**config.mk**
```make
export PLATFORM = sky130hd
export DESIGN_NAME = sd_card_fsm
export DESIGN_NICKNAME = d
export VERILOG_FILES = /design/src/rtl/sd_card_fsm.sv
export SDC_FILE = /design/constraint.sdc
export NUM_CORES = 1
export LEC_CHECK = 0
export ABC_AREA = 1
export CORE_MARGIN = 3
export CORE_UTILIZATION = 25
export CTS_BUF_LIST = sky130_fd_sc_hd__clkbuf_4
export DETAILED_ROUTE_END_ITERATION = 12
export HOLD_SLACK_MARGIN = 0.05
export PLACE_DENSITY = 0.58
export SLEW_MARGIN = 20
export SYNTH_ARGS = -nofsm -noshare
export SYNTH_HDL_FRONTEND = slang
export SYNTH_SLANG_ARGS = --single-unit
```
**constraint.sdc**
```tcl
create_clock -name iclk -period 2.2 [get_ports iclk]
set_input_delay 0.22 -clock iclk [delete_from_list [all_inputs] [get_ports iclk]]
set_output_delay 0.22 -clock iclk [all_outputs]
set_load 0.02 [all_outputs]
```
**src/rtl/sd_card_fsm.sv**
```systemverilog
// sd_card_fsm: command layer of an SD card in SPI-less native mode.
// Decodes received command tokens, tracks the card CURRENT_STATE, builds
// response payloads and sequences the read/write block streams.
`timescale 1ns/1ps
module sd_card_fsm #(
    parameter logic [15:0] RCA         = 16'h1234,
    parameter int          ACMD41_BUSY = 2,
    parameter logic [31:0] OCR         = 32'h00FF_8000
) (
    input  logic        iclk,
    input  logic        irst,
    input  logic        icmd_valid,
    input  logic        icmd_crc_err,
    input  logic [5:0]  iindex,
    input  logic [31:0] iarg,
    input  logic        iresp_done,
    input  logic        iread_done,
    input  logic        iwrite_done,
    output logic        oresp_start,
    output logic [2:0]  oresp_type,
    output logic [31:0] oresp_arg,
    output logic        ostart_read,
    output logic        ostart_write,
    output logic        ostop_data,
    output logic [31:0] oaddr,
    output logic [3:0]  ocard_state,
    output logic        obusy
);
    typedef enum logic [3:0] {
        CS_IDLE  = 4'd0, CS_READY = 4'd1, CS_IDENT = 4'd2, CS_STBY = 4'd3, CS_TRAN = 4'd4,
        CS_DATA  = 4'd5, CS_RCV   = 4'd6, CS_PRG   = 4'd7, CS_INA  = 4'd8
    } card_state_t;
    typedef enum logic {CTL_WAIT = 1'b0, CTL_RESP = 1'b1} ctl_state_t;
    typedef enum logic [1:0] {DEC_ILLEGAL = 2'd0, DEC_SILENT = 2'd1, DEC_RESP = 2'd2} dec_kind_t;

    localparam logic [2:0] RT_R1    = 3'd1;
    localparam logic [2:0] RT_R1B   = 3'd2;
    localparam logic [2:0] RT_R2CID = 3'd3;
    localparam logic [2:0] RT_R2CSD = 3'd4;
    localparam logic [2:0] RT_R3    = 3'd5;
    localparam logic [2:0] RT_R6    = 3'd6;
    localparam logic [2:0] RT_R7    = 3'd7;

    card_state_t card_state;
    ctl_state_t  ctl_state;
    logic        rca_valid;
    logic        app_cmd;
    logic        err_crc;
    logic        err_ill;
    logic        pend_read;
    logic        pend_write;
    logic [1:0]  acmd41_cnt;

    card_state_t cs_eff;
    logic        rca_match;
    logic [31:0] r1_status;
    logic        cmd_accept;

    dec_kind_t   dec_kind;
    logic [2:0]  dec_type;
    logic [31:0] dec_arg;
    card_state_t dec_next;
    logic        dec_app;
    logic        dec_clear;
    logic        dec_rca_set;
    logic        dec_cnt_inc;
    logic        dec_load;
    logic        dec_rd;
    logic        dec_wr;
    logic        dec_stop;

    assign ocard_state = card_state;

    // State seen by an incoming command (a programming-done pulse lands first) and its R1 status.
    always_comb begin
        cs_eff     = (card_state == CS_PRG && iwrite_done) ? CS_TRAN : card_state;
        rca_match  = (iarg[31:16] == RCA);
        cmd_accept = icmd_valid && (ctl_state == CTL_WAIT) && (card_state != CS_INA);
        r1_status  = {8'h00, err_crc, err_ill, 9'h000, cs_eff, (cs_eff != CS_PRG), 2'b00,
                      (app_cmd | (iindex == 6'd55)), 5'h00};
    end

    // Command decode: legality against the current state, response and side effects.
    always_comb begin
        dec_kind    = DEC_ILLEGAL;
        dec_type    = RT_R1;
        dec_arg     = r1_status;
        dec_next    = cs_eff;
        dec_app     = 1'b0;
        dec_clear   = 1'b0;
        dec_rca_set = 1'b0;
        dec_cnt_inc = 1'b0;
        dec_load    = 1'b0;
        dec_rd      = 1'b0;
        dec_wr      = 1'b0;
        dec_stop    = 1'b0;
        case (iindex)
            6'd0: begin
                dec_kind  = DEC_SILENT;
                dec_next  = CS_IDLE;
                dec_clear = 1'b1;
            end
            6'd2: if (cs_eff == CS_READY) begin
                dec_kind = DEC_RESP; dec_type = RT_R2CID; dec_arg = 32'h0; dec_next = CS_IDENT;
            end
            6'd3: if (cs_eff == CS_IDENT || cs_eff == CS_STBY) begin
                dec_kind    = DEC_RESP;
                dec_type    = RT_R6;
                dec_arg     = {RCA, 16'h0500 | {10'b0, app_cmd, 5'b0}};
                dec_next    = CS_STBY;
                dec_rca_set = 1'b1;
            end
            6'd7: begin
                dec_kind = DEC_SILENT;
                if (rca_match && cs_eff == CS_STBY) begin
                    dec_kind = DEC_RESP; dec_type = RT_R1B; dec_next = CS_TRAN;
                end else if (!rca_match && cs_eff == CS_TRAN) begin
                    dec_next = CS_STBY;
                end
            end
            6'd8: if (cs_eff == CS_IDLE) begin
                dec_kind = DEC_RESP; dec_type = RT_R7; dec_arg = {20'h0, iarg[11:8], iarg[7:0]};
            end
            6'd9: if (cs_eff == CS_STBY && rca_match) begin
                dec_kind = DEC_RESP; dec_type = RT_R2CSD; dec_arg = 32'h0;
            end
            6'd12: if (cs_eff == CS_DATA || cs_eff == CS_RCV) begin
                dec_kind = DEC_RESP; dec_type = RT_R1B; dec_stop = 1'b1;
                dec_next = (cs_eff == CS_DATA) ? CS_TRAN : CS_PRG;
            end
            6'd13: if (rca_match && cs_eff >= CS_STBY && cs_eff <= CS_PRG) begin
                dec_kind = DEC_RESP;
            end
            6'd15: if (rca_match) begin
                dec_kind = DEC_SILENT; dec_next = CS_INA;
            end
            6'd18: if (cs_eff == CS_TRAN) begin
                dec_kind = DEC_RESP; dec_next = CS_DATA; dec_load = 1'b1; dec_rd = 1'b1;
            end
            6'd23: if (app_cmd && cs_eff == CS_TRAN) begin
                dec_kind = DEC_RESP;
            end
            6'd25: if (cs_eff == CS_TRAN) begin
                dec_kind = DEC_RESP; dec_next = CS_RCV; dec_load = 1'b1; dec_wr = 1'b1;
            end
            6'd41: if (app_cmd && cs_eff == CS_IDLE) begin
                dec_kind = DEC_RESP;
                dec_type = RT_R3;
                if (int'(acmd41_cnt) < ACMD41_BUSY) begin
                    dec_arg     = {2'b00, OCR[29:0]};
                    dec_cnt_inc = 1'b1;
                end else begin
                    dec_arg  = {1'b1, iarg[30], OCR[29:0]};
                    dec_next = CS_READY;
                end
            end
            6'd55: if (!rca_valid || rca_match) begin
                dec_kind = DEC_RESP; dec_app = 1'b1;
            end
            default: dec_kind = DEC_ILLEGAL;
        endcase
    end

    // Card state, control FSM, data-stream sequencing and registered outputs.
    always_ff @(posedge iclk) begin
        if (irst) begin
            card_state   <= CS_IDLE;
            ctl_state    <= CTL_WAIT;
            rca_valid    <= 1'b0;
            app_cmd      <= 1'b0;
            err_crc      <= 1'b0;
            err_ill      <= 1'b0;
            pend_read    <= 1'b0;
            pend_write   <= 1'b0;
            acmd41_cnt   <= 2'd0;
            oresp_start  <= 1'b0;
            oresp_type   <= 3'd0;
            oresp_arg    <= 32'h0;
            ostart_read  <= 1'b0;
            ostart_write <= 1'b0;
            ostop_data   <= 1'b0;
            oaddr        <= 32'h0;
            obusy        <= 1'b0;
        end else begin
            oresp_start  <= 1'b0;
            ostart_read  <= 1'b0;
            ostart_write <= 1'b0;
            ostop_data   <= 1'b0;
            if (iread_done && card_state == CS_DATA) oaddr <= oaddr + 32'd1;
            if (iwrite_done && card_state == CS_RCV) oaddr <= oaddr + 32'd1;
            if (iwrite_done && card_state == CS_PRG) begin
                card_state <= CS_TRAN;
                obusy      <= 1'b0;
            end
            case (ctl_state)
                CTL_WAIT: if (cmd_accept) begin
                    if (icmd_crc_err) begin
                        err_crc <= 1'b1;
                        app_cmd <= 1'b0;
                    end else if (dec_kind == DEC_ILLEGAL) begin
                        err_ill <= 1'b1;
                        app_cmd <= 1'b0;
                    end else begin
                        app_cmd    <= dec_app;
                        card_state <= dec_next;
                        obusy      <= (dec_next == CS_PRG);
                        ostop_data <= dec_stop;
                        if (dec_load) oaddr <= iarg;
                        if (dec_rca_set) rca_valid <= 1'b1;
                        if (dec_cnt_inc) acmd41_cnt <= acmd41_cnt + 2'd1;
                        if (dec_clear) begin
                            rca_valid  <= 1'b0;
                            acmd41_cnt <= 2'd0;
                            err_crc    <= 1'b0;
                            err_ill    <= 1'b0;
                        end
                        if (dec_kind == DEC_RESP) begin
                            oresp_start <= 1'b1;
                            oresp_type  <= dec_type;
                            oresp_arg   <= dec_arg;
                            pend_read   <= dec_rd;
                            pend_write  <= dec_wr;
                            ctl_state   <= CTL_RESP;
                            if (dec_type == RT_R1 || dec_type == RT_R1B) begin
                                err_crc <= 1'b0;
                                err_ill <= 1'b0;
                            end
                        end
                    end
                end
                CTL_RESP: if (iresp_done) begin
                    ctl_state    <= CTL_WAIT;
                    ostart_read  <= pend_read;
                    ostart_write <= pend_write;
                    pend_read    <= 1'b0;
                    pend_write   <= 1'b0;
                end
                default: ctl_state <= CTL_WAIT;
            endcase
        end
    end
endmodule
```
==> run metrics <==
synth top area cells=dfxtp_1 27%, nand2_1 18%, inv_1 8.5%, nor2_1 7.8%, nand3_1 6.7%; Die Span X=152 um; hold crit path type=input port to flip-flop; fraction of registers with async set/reset=0%; Rows=52; VDD IR max=0.000230 V; Starting Density=25.9%; pwr dens=353 nW/um^2; Synth-to-Final Area Change=50.6%; CTS tree=yes; Critical Path Fanout Max=9; DIE HEIGHT=152 um; layout cells sized above 1=18.1%; leakage=0.00383 uW; P_int=2090 uW; Seq pwr share=47.1%; critical path type=flip-flop to flip-flop; Final Hold Fails=0; clock share of power=39.3%; global-route wire length before repair=33.2 mm; initial antenna violation count=0; GP Congestion=0.951; via count=6,496; vias in the first global route=6,361; 1st-pass router iterations=5; Antenna Violating Nets Remaining=0; # DRC=0; Synth Area per Inst=5.91 um^2; Worst EP arrival=2400 ps; clock period minus worst slack=2040 ps; drt total wl=21.2 mm; antenna diode instance count=0; vias per cell=4.57; H-tree levels=3; setup_tns=0 ps; Final Core Density=39.0%; Post-Layout Cell Count=1,422; FF+latch count, synth=73; sequential area share after synthesis=27.4%; total grt overflow=0; fin. max-slew vios=0; core area=20,600 um^2; status=finished clean; Setup crit start kind=flip-flop; Most used DFF post-synth=dfxtp_1; Synthesis Warnings=0; placed cells=1,405; Worst-path clk slew=140 ps; share of the clock period used by the worst path after layout=92.6%; # hold bufs at CTS=0; average routed wire per standard cell=14.9 um; number of max-cap violations=0; fmax=491 MHz; WHS=376 ps; # port buffers=114; switching fraction of total power=26.2%; final setup fails=0; Fillers=2,252; Total GRT Usage=17.8%; nets=1,193; DRC marker count from the first detailed-route iteration=368; Yosys top cell area share=27.4%; # clock sinks=73; sw power=745 uW; number of synthesized flops with an enable pin=0; Worst Skew=18.6 ps; CP required=2560 ps; Die ar.=23,100 um^2; CTS Buffer Depth=2; worst-skew pair later-pin latency=470 ps; Logic pwr share=13.6%; clock root cell=clkbuf_4; Crit. End Element=flip-flop; synth unique cells=41; hpwl dp=17.4 mm; flop2flop setup slack=160 ps; io pins=121; largest net degree at the start of global routing=31; Yosys top cell by area=dfxtp_1; Synth Instances=903; total CTS buffers=9; Synth Cell Area=5340 um^2
==> Yosys cell counts, types with 6 or more instances <==
master      n
buf_4      14
o211ai_1    9
clkbuf_1   11
nand4_1    21
dfxtp_1    73
nor3_1     39
a21oi_1    55
buf_2       6
o21ai_0    46
inv_1     121
xor2_1     22
nand2_1   249
nand3_1    72
inv_2       8
nor2_1    111
==> critical path, cell delays in order (launching register included) <==
cell and delay [ps]:
dfxtp_4 400, inv_2 140, nand2_1 90, buf_4 170, o311ai_4 310, nor2_4 100
buf_4 180, nand2_4 130, inv_4 70, buf_4 140, o21ai_0 140, a21oi_1 60
==> per-layer routing <==
metal  vias up  part of all wire, %  global-route usage, %
met1      2926                   45                   22.6
met4         0                  3.1                   6.34
met3        46                  4.1                   2.56
met5         -                    0                      0
li1       3355                    -                      -
met2       169                   48                   30.9
==> kinds of logic after synthesis <==
logic type	after synthesis	synth area share, %
simple gates	517	43.0
buf+inv	169	13.5
compound gates	118	11.9
flops	73	27.4
xor+xnor	24	3.94
fa+ha+maj	1	0.234
other cells	1	0.0702
==> worst paths after layout <==
kind	from	cells after the start	end
setup / recovery	ocard_state[0]$_SDFF_PP0_	11	oresp_arg[11]$_SDFFE_PP0P_
hold / removal	iarg[14]	3	oaddr[14]$_SDFF_PP0_
setup reg to reg	ocard_state[0]$_SDFF_PP0_	11	oresp_arg[11]$_SDFFE_PP0P_
hold reg to reg	oresp_arg[31]$_SDFFE_PP0P_	2	oresp_arg[31]$_SDFFE_PP0P_
==> cell type report <==
class                           count  area, um^2  area share [%]
Multi-Input combinational cell    666        3230            40.1
Timing Repair Buffer              263        2310            28.8
Sequential cell                    73        1470            18.3
Inverter                          134         510            6.35
Tap cell                          270         338            4.20
Clock inverter                      7         119            1.48
Clock buffer                        9        67.6           0.840
==> registers in the layout, indices dropped and copies added, names as in the netlist, 2 cells and up <==
name,cells
ocard_state,4
oresp_arg,20
acmd41_cnt,2
oresp_type,3
oaddr,32
==> power groups by stage <==
| stage | logic (uW) | registers [uW] | clock network, uW |
|---|---|---|---|
| 6_report | 387 | 1340 | 1110 |
| 3_5_place_dp | 381 | 1370 | 0 |
| 5_1_grt | 419 | 1340 | 1190 |
| 3_3_place_gp | 381 | 1370 | 0 |
| 2_1_floorplan | 144 | 1370 | 0 |
| 4_1_cts | 382 | 1340 | 1150 |
==> metrics by stage <==
stage / power, uW / instance area (um^2) / setup slack, ps
after floorplan: 1520 / 5360 / 221
after detailed placement: 1750 / 7780 / -327
after global routing: 2950 / 8040 / -11.4
after global placement: 1750 / 7780 / -336
final: 2840 / 8040 / 163
after CTS: 2870 / 7970 / 0.838
==> timing repair <==
| item | CTS | global route |
|---|---|---|
| pin swaps | 0 | 1 |
| gates resized for setup | 2 | 17 |
| endpoints found under the setup margin | 32 | 50 |
| buffers inserted | 0 | 1 |
==> cells in the final DEF, fill, tap and decap left out, drive strengths merged, types with 9 or more instances in the layout <==
master,netlist,final
xor2,22,22
clkdlybuf4s50,0,114
nand2,253,253
dfxtp,73,73
o21ai,49,49
o211ai,9,9
nand3,72,72
nand4,24,24
clkbuf,11,9
nor3,41,41
a21oi,55,55
buf,24,149
inv,131,131
nor2,120,120
No activity file was read; power rests on OpenSTA's default activity.
